--- src/rtl/uart_cmd_pkg.sv ---
// Shared types for the UART command sequencer: FSM states, error codes and the default sync byte.
package uart_cmd_pkg;

  localparam logic [7:0] SYNC_BYTE_DEFAULT = 8'hA5;

  typedef enum logic [2:0] {
    HUNT    = 3'd0,
    ADDR    = 3'd1,
    LEN     = 3'd2,
    PAYLOAD = 3'd3,
    CHECK   = 3'd4,
    COMMIT  = 3'd5,
    DONE    = 3'd6
  } seq_state_e;

  typedef enum logic [2:0] {
    ERR_NONE     = 3'd0,
    ERR_PARITY   = 3'd1,
    ERR_LENGTH   = 3'd2,
    ERR_CHECKSUM = 3'd3,
    ERR_OVERRUN  = 3'd4,
    ERR_TIMEOUT  = 3'd5
  } err_code_e;

endpackage

--- src/rtl/uart_cmd_buffer.sv ---
// Payload buffer: DEPTH x 8 registers, synchronous write, asynchronous read.
module uart_cmd_buffer #(
  parameter int DEPTH = 16,
  parameter int IDX_W = 4
) (
  input  logic             clk,
  input  logic             i_we,
  input  logic [IDX_W-1:0] i_wrIdx,
  input  logic [7:0]       i_wrData,
  input  logic [IDX_W-1:0] i_rdIdx,
  output logic [7:0]       o_rdData
);

  logic [7:0] r_mem [DEPTH];

  always_ff @(posedge clk) begin
    if (i_we) r_mem[i_wrIdx] <= i_wrData;
  end

  assign o_rdData = r_mem[i_rdIdx];

endmodule

--- src/rtl/uart_cmd_sequencer.sv ---
// Frame parser after the UART receiver: SYNC, ADDR, LEN, D[], CHK -> buffered register writes.
// Optional inter-byte timeout enabled by defining UART_CMD_TIMEOUT_EN.
module uart_cmd_sequencer
  import uart_cmd_pkg::*;
#(
  parameter logic [7:0] SYNC_BYTE      = SYNC_BYTE_DEFAULT,
  parameter int         ADDR_W         = 8,
  parameter int         MAX_LEN        = 16,
  parameter int         TIMEOUT_CYCLES = 100000
) (
  input  logic              clk,
  input  logic              reset,
  input  logic [7:0]        rxData,
  input  logic              rxValid,
  input  logic              rxParityError,
  output logic              wrValid,
  output logic [ADDR_W-1:0] wrAddr,
  output logic [7:0]        wrData,
  input  logic              wrReady,
  output logic              busy,
  output logic              frameDone,
  output logic              frameError,
  output logic [2:0]        errCode,
  output logic [7:0]        errCount
);

  localparam int IDX_W = $clog2(MAX_LEN);

  seq_state_e        r_state, w_stateNext;
  logic [IDX_W-1:0]  r_idx, w_idxNext;
  logic [IDX_W-1:0]  r_lenM1, w_lenM1Next;
  logic [ADDR_W-1:0] r_base, w_baseNext;
  logic [7:0]        r_chk, w_chkNext;
  logic              w_bufWe, w_err;
  err_code_e         w_errCode;
  logic [7:0]        w_rdData;

  logic              r_wrValid, r_busy, r_frameDone, r_frameError;
  logic [ADDR_W-1:0] r_wrAddr;
  logic [7:0]        r_wrData, r_errCount;
  err_code_e         r_errCode;

  // Read port follows the next index so the registered beat is ready on entry to COMMIT.
  uart_cmd_buffer #(.DEPTH(MAX_LEN), .IDX_W(IDX_W)) u_buf (
    .clk      (clk),
    .i_we     (w_bufWe),
    .i_wrIdx  (r_idx),
    .i_wrData (rxData),
    .i_rdIdx  (w_idxNext),
    .o_rdData (w_rdData)
  );

`ifdef UART_CMD_TIMEOUT_EN
  localparam int TO_W = (TIMEOUT_CYCLES > 2) ? $clog2(TIMEOUT_CYCLES) : 1;
  logic [TO_W-1:0] r_toCnt;
  logic            w_inFrame, w_timeout;

  assign w_inFrame = (r_state == ADDR) || (r_state == LEN) ||
                     (r_state == PAYLOAD) || (r_state == CHECK);
  assign w_timeout = w_inFrame && !rxValid && (r_toCnt == TO_W'(TIMEOUT_CYCLES - 1));

  always_ff @(posedge clk or posedge reset) begin
    if (reset)                               r_toCnt <= '0;
    else if (rxValid || !w_inFrame || w_timeout) r_toCnt <= '0;
    else                                     r_toCnt <= r_toCnt + TO_W'(1);
  end
`endif

  always_comb begin
    w_stateNext = r_state;
    w_idxNext   = r_idx;
    w_lenM1Next = r_lenM1;
    w_baseNext  = r_base;
    w_chkNext   = r_chk;
    w_bufWe     = 1'b0;
    w_err       = 1'b0;
    w_errCode   = ERR_NONE;
    unique case (r_state)
      HUNT: if (rxValid && !rxParityError && rxData == SYNC_BYTE) w_stateNext = ADDR;
      ADDR, LEN, PAYLOAD, CHECK: if (rxValid) begin
        if (rxParityError) begin
          w_stateNext = HUNT; w_err = 1'b1; w_errCode = ERR_PARITY;
        end else if (r_state == ADDR) begin
          w_baseNext  = ADDR_W'(rxData);
          w_chkNext   = rxData;
          w_stateNext = LEN;
        end else if (r_state == LEN) begin
          if (rxData == 8'd0 || rxData > 8'(MAX_LEN)) begin
            w_stateNext = HUNT; w_err = 1'b1; w_errCode = ERR_LENGTH;
          end else begin
            w_lenM1Next = IDX_W'(rxData - 8'd1);
            w_chkNext   = r_chk ^ rxData;
            w_idxNext   = '0;
            w_stateNext = PAYLOAD;
          end
        end else if (r_state == PAYLOAD) begin
          w_bufWe   = 1'b1;
          w_chkNext = r_chk ^ rxData;
          if (r_idx == r_lenM1) w_stateNext = CHECK;
          else                  w_idxNext   = r_idx + IDX_W'(1);
        end else if (rxData == r_chk) begin
          w_idxNext   = '0;
          w_stateNext = COMMIT;
        end else begin
          w_stateNext = HUNT; w_err = 1'b1; w_errCode = ERR_CHECKSUM;
        end
      end
      COMMIT: begin
        if (r_wrValid && wrReady) begin
          if (r_idx == r_lenM1) w_stateNext = DONE;
          else                  w_idxNext   = r_idx + IDX_W'(1);
        end
        if (rxValid) begin w_err = 1'b1; w_errCode = ERR_OVERRUN; end
      end
      DONE: begin
        w_stateNext = HUNT;
        if (rxValid) begin w_err = 1'b1; w_errCode = ERR_OVERRUN; end
      end
      default: w_stateNext = HUNT;
    endcase
`ifdef UART_CMD_TIMEOUT_EN
    if (w_timeout) begin
      w_stateNext = HUNT; w_err = 1'b1; w_errCode = ERR_TIMEOUT;
    end
`endif
  end

  always_ff @(posedge clk or posedge reset) begin
    if (reset) begin
      r_state      <= HUNT;
      r_idx        <= '0;
      r_lenM1      <= '0;
      r_base       <= '0;
      r_chk        <= '0;
      r_wrValid    <= 1'b0;
      r_wrAddr     <= '0;
      r_wrData     <= '0;
      r_busy       <= 1'b0;
      r_frameDone  <= 1'b0;
      r_frameError <= 1'b0;
      r_errCode    <= ERR_NONE;
      r_errCount   <= '0;
    end else begin
      r_state      <= w_stateNext;
      r_idx        <= w_idxNext;
      r_lenM1      <= w_lenM1Next;
      r_base       <= w_baseNext;
      r_chk        <= w_chkNext;
      r_wrValid    <= (w_stateNext == COMMIT);
      if (w_stateNext == COMMIT) begin
        r_wrAddr <= r_base + ADDR_W'(w_idxNext);
        r_wrData <= w_rdData;
      end
      r_busy       <= (w_stateNext != HUNT);
      r_frameDone  <= (w_stateNext == DONE);
      r_frameError <= w_err;
      if (w_err) begin
        r_errCode <= w_errCode;
        if (r_errCount != '1) r_errCount <= r_errCount + 8'd1;
      end
    end
  end

  assign wrValid    = r_wrValid;
  assign wrAddr     = r_wrAddr;
  assign wrData     = r_wrData;
  assign busy       = r_busy;
  assign frameDone  = r_frameDone;
  assign frameError = r_frameError;
  assign errCode    = r_errCode;
  assign errCount   = r_errCount;

endmodule
--- config.mk ---
export PLATFORM = sky130hd
export DESIGN_NAME = uart_cmd_sequencer
export DESIGN_NICKNAME = d
export VERILOG_FILES = /design/src/rtl/uart_cmd_pkg.sv /design/src/rtl/uart_cmd_buffer.sv /design/src/rtl/uart_cmd_sequencer.sv
export SDC_FILE = /design/constraint.sdc
export NUM_CORES = 1
export LEC_CHECK = 0
export ABC_AREA = 0
export BUFFER_PORTS_ARGS = -buffer_cell sky130_fd_sc_hd__buf_4
export CAP_MARGIN = 30
export CELL_PAD_IN_SITES_DETAIL_PLACEMENT = 0
export CELL_PAD_IN_SITES_GLOBAL_PLACEMENT = 2
export CORE_ASPECT_RATIO = 0.5
export CORE_UTILIZATION = 30
export DETAILED_ROUTE_END_ITERATION = 12
export PLACE_DENSITY = 0.57
export RECOVER_POWER = 100
export REMOVE_ABC_BUFFERS = 1
export SETUP_SLACK_MARGIN = 0.4
export SYNTH_ARGS = -nofsm -noshare
export SYNTH_HDL_FRONTEND = slang
export SYNTH_SLANG_ARGS = --single-unit
--- constraint.sdc ---
create_clock -name clk -period 5.35 [get_ports clk]
set_clock_uncertainty 0.1 [all_clocks]
set_input_delay 1.3375 -clock clk [delete_from_list [all_inputs] [get_ports clk]]
set_output_delay 1.3375 -clock clk [all_outputs]
set_load 0.01 [all_outputs]
Word-level counts from Yosys, hierarchy flattened --
Memories as Yosys holds them, arrays and structs flattened. A register that Yosys moved wholly into a read port is not among the register bits. Index checks and enable logic that the tools add are counted.
Cells by class: $add $sub $neg 4, order comparisons 1, equal/unequal tests 13, muxes and demuxes 52, bitwise operators 4, reductions and logical operators 15
Operator list (count):
- 2-to-1 mux 3 bit | 15
- 2-to-1 mux 4 bit | 9
- 2-to-1 mux 8 bit | 4
- 2-to-1 mux 1 bit | 16
- == test 3 bit (second input constant) | 5
- one-hot mux 3 bit (3 select lines) | 1
- adder 8 x 1 -> 8 bit (second input constant) | 1
- adder 8 x 4 -> 8 bit | 1
- == test 8 bit | 1
- == test 8 bit (second input constant) | 1
- greater-than comparator 8 x 5 -> 1 bit (second input constant) | 1
- zero test 8 bit | 1
- 2-to-1 mux 2 bit | 4
- inequality test 8 bit (second input constant) | 1
- one-hot mux 4 bit (2 select lines) | 1
- bitwise XOR 8 bit | 1
- == test 3 x 2 -> 1 bit (second input constant) | 2
- one-hot mux 3 bit (2 select lines) | 1
- AND reduction 6 bit | 1
- nonzero test 3 bit | 2
- AND reduction 5 bit | 1
- adder 4 x 1 -> 4 bit (second input constant) | 1
- == test 4 bit | 1
- AND reduction 4 bit | 1
- other kinds (12) | 16
Word-level totals: register bits after elaboration 50, bits in writable memories 128, input bits 13, output and inout port bits 31, logic and storage cells 102, memories kept 1
Memories:
- u_buf.r_mem | depth 16, bits a word 8, read ports 1, clocked after Yosys merged registers in 1, write ports 1, line uart_cmd_buffer.sv:14 | logic [7:0] r_mem [DEPTH];

Longest topological paths before layout --
word-level depth 9, depth in mapped cells 18

Modules after synthesis --
Synthesis repeated with hierarchy kept, for this count alone.
Unflattened totals: cells, all modules 559, area, all modules 8300.5 um^2
By module, submodules not included:
- uart_cmd_buffer | times used 1, cells an instance 221, area an instance 4987.3 um^2, sequential area each 3843.7 um^2
- uart_cmd_sequencer | times used 1, cells an instance 338, area an instance 3313.2 um^2, sequential area each 1451.4 um^2

Worst setup path after synthesis --
OpenSTA, ideal clock, no wires.
path kind input port to flip-flop, start point input rxData[1], end point register r_wrAddr[7] (netlist: wrAddr[7]), library setup time 0.128 ns, arrival 4.246 ns, data required time 5.122 ns, path slack 0.876 ns, stages 17, buffers on the path 1, cells stage by stage inv_1 ha_1 nor3b_2 mux2i_1 a21boi_4 a31oi_1 nor2_2 inv_2 buf_2 ha_1 a21o_1 a21oi_1 nor2b_1 o21a_1 nand3_1 xor2_1 o21ai_0
On the way: word-level cells in the longest chain between the ends 9, elaborated cells between the ends (all ways) 25, those cells by class 1 x add/sub; 1 x order compare; 3 x eq/ne; 17 x mux; 3 x reduce/logical
Ends and longest elaborated chain:
- start: declaration | line uart_cmd_sequencer.sv:13 | input logic [7:0] rxData,
- greater-than comparator 8 x 5 -> 1 bit, or another cell as far along | line uart_cmd_sequencer.sv:88 | if (rxData == 8'd0 || rxData > 8'(MAX_LEN)) begin
- logical OR 1 bit / 2-to-1 mux 4 bit (equally long branches) | line uart_cmd_sequencer.sv:88, uart_cmd_sequencer.sv:101
- 2-to-1 mux 4 bit, on equally long branches | line uart_cmd_sequencer.sv:88, uart_cmd_sequencer.sv:96
- 2-to-1 mux 4 bit * | line uart_cmd_sequencer.sv:87 | end else if (r_state == LEN) begin
- 2-to-1 mux 4 bit * | line uart_cmd_sequencer.sv:83 | end else if (r_state == ADDR) begin
- 2-to-1 mux 4 bit * | line uart_cmd_sequencer.sv:81 | if (rxParityError) begin
- 2-to-1 mux 4 bit * | line uart_cmd_sequencer.sv:80 | ADDR, LEN, PAYLOAD, CHECK: if (rxValid) begin
- one-hot mux 4 bit (2 select lines) * | line uart_cmd_sequencer.sv:78 | unique case (r_state)
- net u_buf.i_rdIdx[1] | line uart_cmd_buffer.sv:10 | input logic [IDX_W-1:0] i_rdIdx,
- adder 8 x 4 -> 8 bit * | line uart_cmd_sequencer.sv:151 | r_wrAddr <= r_base + ADDR_W'(w_idxNext);
- end signal: assignment | line uart_cmd_sequencer.sv:151
- end: declaration | line uart_cmd_sequencer.sv:39 | logic [ADDR_W-1:0] r_wrAddr;
Mark *: on every way through the listed nets, which the timed path passes. The rest lies on a longest branch. A chain may end at the register's enable or synchronous reset.

Worst setup path in the final report --
start point input rxData[5], end point register r_wrAddr[6] (netlist: wrAddr[6])
On the way: word-level cells in the longest chain between the ends 9, elaborated cells between the ends (all ways) 25, those cells by class 1 x add/sub; 1 x order compare; 3 x eq/ne; 17 x mux; 3 x reduce/logical
Ends and longest elaborated chain (line):
- greater-than comparator 8 x 5 -> 1 bit, or another cell as far along | uart_cmd_sequencer.sv:88
- logical OR 1 bit, or another cell as far along | uart_cmd_sequencer.sv:88
- 2-to-1 mux 4 bit, or another cell as far along | uart_cmd_sequencer.sv:88
- 2-to-1 mux 4 bit / 2-to-1 mux 3 bit (equally long branches) | uart_cmd_sequencer.sv:87
- 2-to-1 mux 4 bit / 2-to-1 mux 3 bit (equally long branches) | uart_cmd_sequencer.sv:83
- 2-to-1 mux 4 bit / 2-to-1 mux 3 bit (equally long branches) | uart_cmd_sequencer.sv:81
- 2-to-1 mux 4 bit / 2-to-1 mux 3 bit (equally long branches) | uart_cmd_sequencer.sv:80
- one-hot mux 4 bit (2 select lines) / one-hot mux 3 bit (3 select lines) (equally long branches) | uart_cmd_sequencer.sv:78
- adder 8 x 4 -> 8 bit / == test 3 bit (equally long branches) | uart_cmd_sequencer.sv:151, uart_cmd_sequencer.sv:150
Several ways; a longest one is shown, not always the timed one.

==> metrics.md <==
| Metric | Value |
|---|---|
| Worst-Skew Late Latency | 460 ps |
| Crit Path Category | input pin to register |
| Clock slew at reported path FFs | 70 ps |
| Leak | 3.59 nW |
| Placed cells | 1162 |
| CTS H-tree depth | 4 |
| Core Area | 0.0291 sq mm |
| Setup TNS | 0 ps |
| Yosys reg bits | 186 |
| Die span in y | 124 um |
| Most frequent cells after synthesis | edfxtp_1 (128), nand2_1 (75), nand3_1 (71) |
| All-layer global routing usage | 19.3% |
| Most numerous cell in the Yosys netlist | edfxtp_1 |
| CTS Sinks | 186 |
| Req. time, crit path | 5560 ps |
| Yosys warns | 0 |
| CTS Hold Bufs | 0 |
| Critical path's top delay family | compound AO/OA/AOI/OAI gates |
| Synth area leaders | edfxtp_1 (43%), dfrtp_1 (16%), nand3_1 (4.0%) |
| Share of layout cells above drive strength 1 | 11.8% |
| Num ports | 44 |
| Global placement routability congestion | 0.769 |
| CP most frequent cell | a21oi_1 |
| Initial antenna violation count | 0 |
| Total gr overflow | 0 |
| Gates resized, CTS repair | 0 |
| NumNets Final | 816 |
| Post-synthesis compound-gate area fraction | 14.2% |
| RSZ-0062 raised after global routing | no |
| Initial Util | 30.6% |
| Slowest cell on crit path | clkbuf_1 |
| EDFF count, synth | 128 |
| Initial DRC count | 557 |
| Avg Inst Size Synth | 11.8 sq um |
| Fmax | 0.211 GHz |
| Root Driver | clkbuf_16 |
| Hold slack | 385 ps |
| Total power | 3.23 mW |
| Adder-Cell Fraction of Synth Area | 1.77% |
| Crit path DAT | 4950 ps |
| Die W | 246 um |
| Status | finished, violations left |
| Peak VDD IR | 0.169 mV |
| Routed Antenna Nets | 0 |
| Worst Path Buf+Inv | 1 |
| Max-cap violations | 3 |
| Max FO, Critical Path | 11 |
| First-pass GRT wire length | 41.9 mm |
| Setup repair bufs after CTS | 0 |
| Dpl cell area | 0.00968 sq mm |
| Crit path largest cell delay | 650 ps |
| WL final | 27.7 mm |
| Vias | 6212 |
| Num CTS Buffers | 17 |
| HP Start | wrAddr[0] |
| Worst R2R Start | r_state[1] |
| Antenna Diode Count | 0 |
| PortBufs | 43 |
| Largest net degree at the start of global routing | 31 |
| Failing checks | capacitance limit, slew limit |
| Cell Count, Final, Fillers Out | 1195 |
| Vias per cell | 5.20 |
| Slew HR | -20.7% |
| Syn Std Cell Area | 0.00890 sq mm |
| PD cells | 319 mW/mm^2 |
| Post-synthesis cell count | 752 |
| Multiplexer share of the synthesized area | 4.32% |
| FP Rows | 44 |
| Crit path from | rxData[5] |
| Post-Synth Simple-Gate Area | 13.7% |
| Top_reg_cell synth | edfxtp_1 |
| CTS tree | built |
| Number of detailed-route iterations in the first pass | 7 |
| Final instance area | 0.0101 sq mm |
| Clock buffer depth | 2 |
| DR WL/cell | 23.2 um |
| Crit start category | input pin |
| DR DRC count | 0 |
| Post-route clock period utilization | 88.5% |
| Area growth syn-to-layout | 13.7% |
| CP Cell Sequence | clkbuf_1, xor2_1, nor4_4, a21oi_1, o31ai_4, nand2_4, ha_1, fa_1, a21o_1, a21oi_1, nor2_1, xnor2_1, o21ai_0 |
| Largest family of logic cells by synthesized area | compound AO/OA/AOI/OAI gates |
| Die ar. | 0.0304 sq mm |
| Setup violations, final | 0 |
| Share of the synthesized area in the top cell type | 43.2% |
| Final hold vios | 0 |
| Synth cell types | 70 |
| Post-Synth XOR/XNOR Area | 3.02% |
| Minimum clock period | 4740 ps |
| Worst-Margin Slew | 1810 ps |
| Fraction of registers with async set/reset | 31.2% |
| Post-synthesis sequential area ratio | 59.5% |
| Hold Path Class | register to register |
| Area leader, netlist | edfxtp_1 |
| Number of global-route vias before repair | 6290 |
| Slew Viols, Final | 48 |
| CP endpoint kind | register |
| HPWL Detailed | 18.7 mm |
[metrics by stage]
step / worst slack (ps) / utilization (%)
floorplan: 582 / -
global placement: 549 / 33.3
detailed placement: 480 / 33.3
CTS: 974 / 35.4
global route: 379 / 34.8
finish: 613 / 34.8
[final timing paths]
check                              end  slack, ps  depth (start not counted)
max                          wrAddr[6]        610                         13
min                          wrAddr[0]        380                          2
max reg2reg                  wrData[2]       1380                          7
min reg2reg                  wrAddr[0]        380                          2
max in group asynchronous    wrData[5]       1780                          3
min in group asynchronous  errCount[3]       1110                          2
[flip-flops by register name (all words and copies together) (netlist names)]
| name | cells |
|---|---|
| u_buf.r_mem | 128 |
| wrValid | 1 |
| r_chk | 8 |
| errCode | 3 |
| frameDone | 1 |
| errCount | 8 |
| r_idx | 4 |
| busy | 1 |
| frameError | 1 |
| r_base | 8 |
| r_lenM1 | 4 |
| wrData | 8 |
| r_state | 3 |
| wrAddr | 8 |
[final cells by class]
class                           count  area, sq um
Fill cell                        2958        18900
Sequential cell                   186         5300
Multi-Input combinational cell    498         3290
Tap cell                          391          489
Clock buffer                       18          429
Timing Repair Buffer               69          357
Clock inverter                     14          189
Inverter                           19         71.3
[tightest hold or removal path, stage by stage, from the launching register on]
cell and delay (ps):
dfrtp_1 350, nand2_1 50, nand2_1 50
[layout by cell type, fill, tap and decap left out, types with 4 or more instances in the layout]
master	count
edfxtp_1	128
inv_1	16
ha_1	11
dfrtp_1	58
clkbuf_1	44
nand2b_1	5
nor2_1	31
a41o_1	8
a31oi_1	13
o21ai_0	58
xor2_1	16
o2111ai_1	19
a21o_1	4
nand3_1	71
o31ai_1	4
nor4_1	8
mux2_2	18
mux2_1	9
nor3_1	19
a32oi_1	7
a21oi_1	33
nand4_1	10
buf_4	25
mux2i_1	8
xnor2_1	11
clkbuf_16	17
or3_1	5
nand2_1	75
[power by group]
part	internal [mW]	switching [mW]	total [mW]
combinational	0.0867	0.163	0.250
clock	0.749	0.613	1.36
sequential	1.57	0.0441	1.61
total	2.40	0.821	3.23
[layer usage]
layer  GRT usage, %  wire length, um  up-vias
li1               -                -     2923
met1           27.6            14100     3179
met2           30.2            12600       88
met3           3.30              768       22
met4           5.01              263        0
met5              0                0        -
[kinds of logic after synthesis]
family / Yosys count
AND/OR/NAND/NOR: 243
adder cells (fa/ha/maj): 12
XOR/XNOR: 29
buffers and inverters: 68
flip-flops: 186
multiplexers: 35
AO/OA/AOI/OAI: 179
No activity file was read; power rests on OpenSTA's default activity.
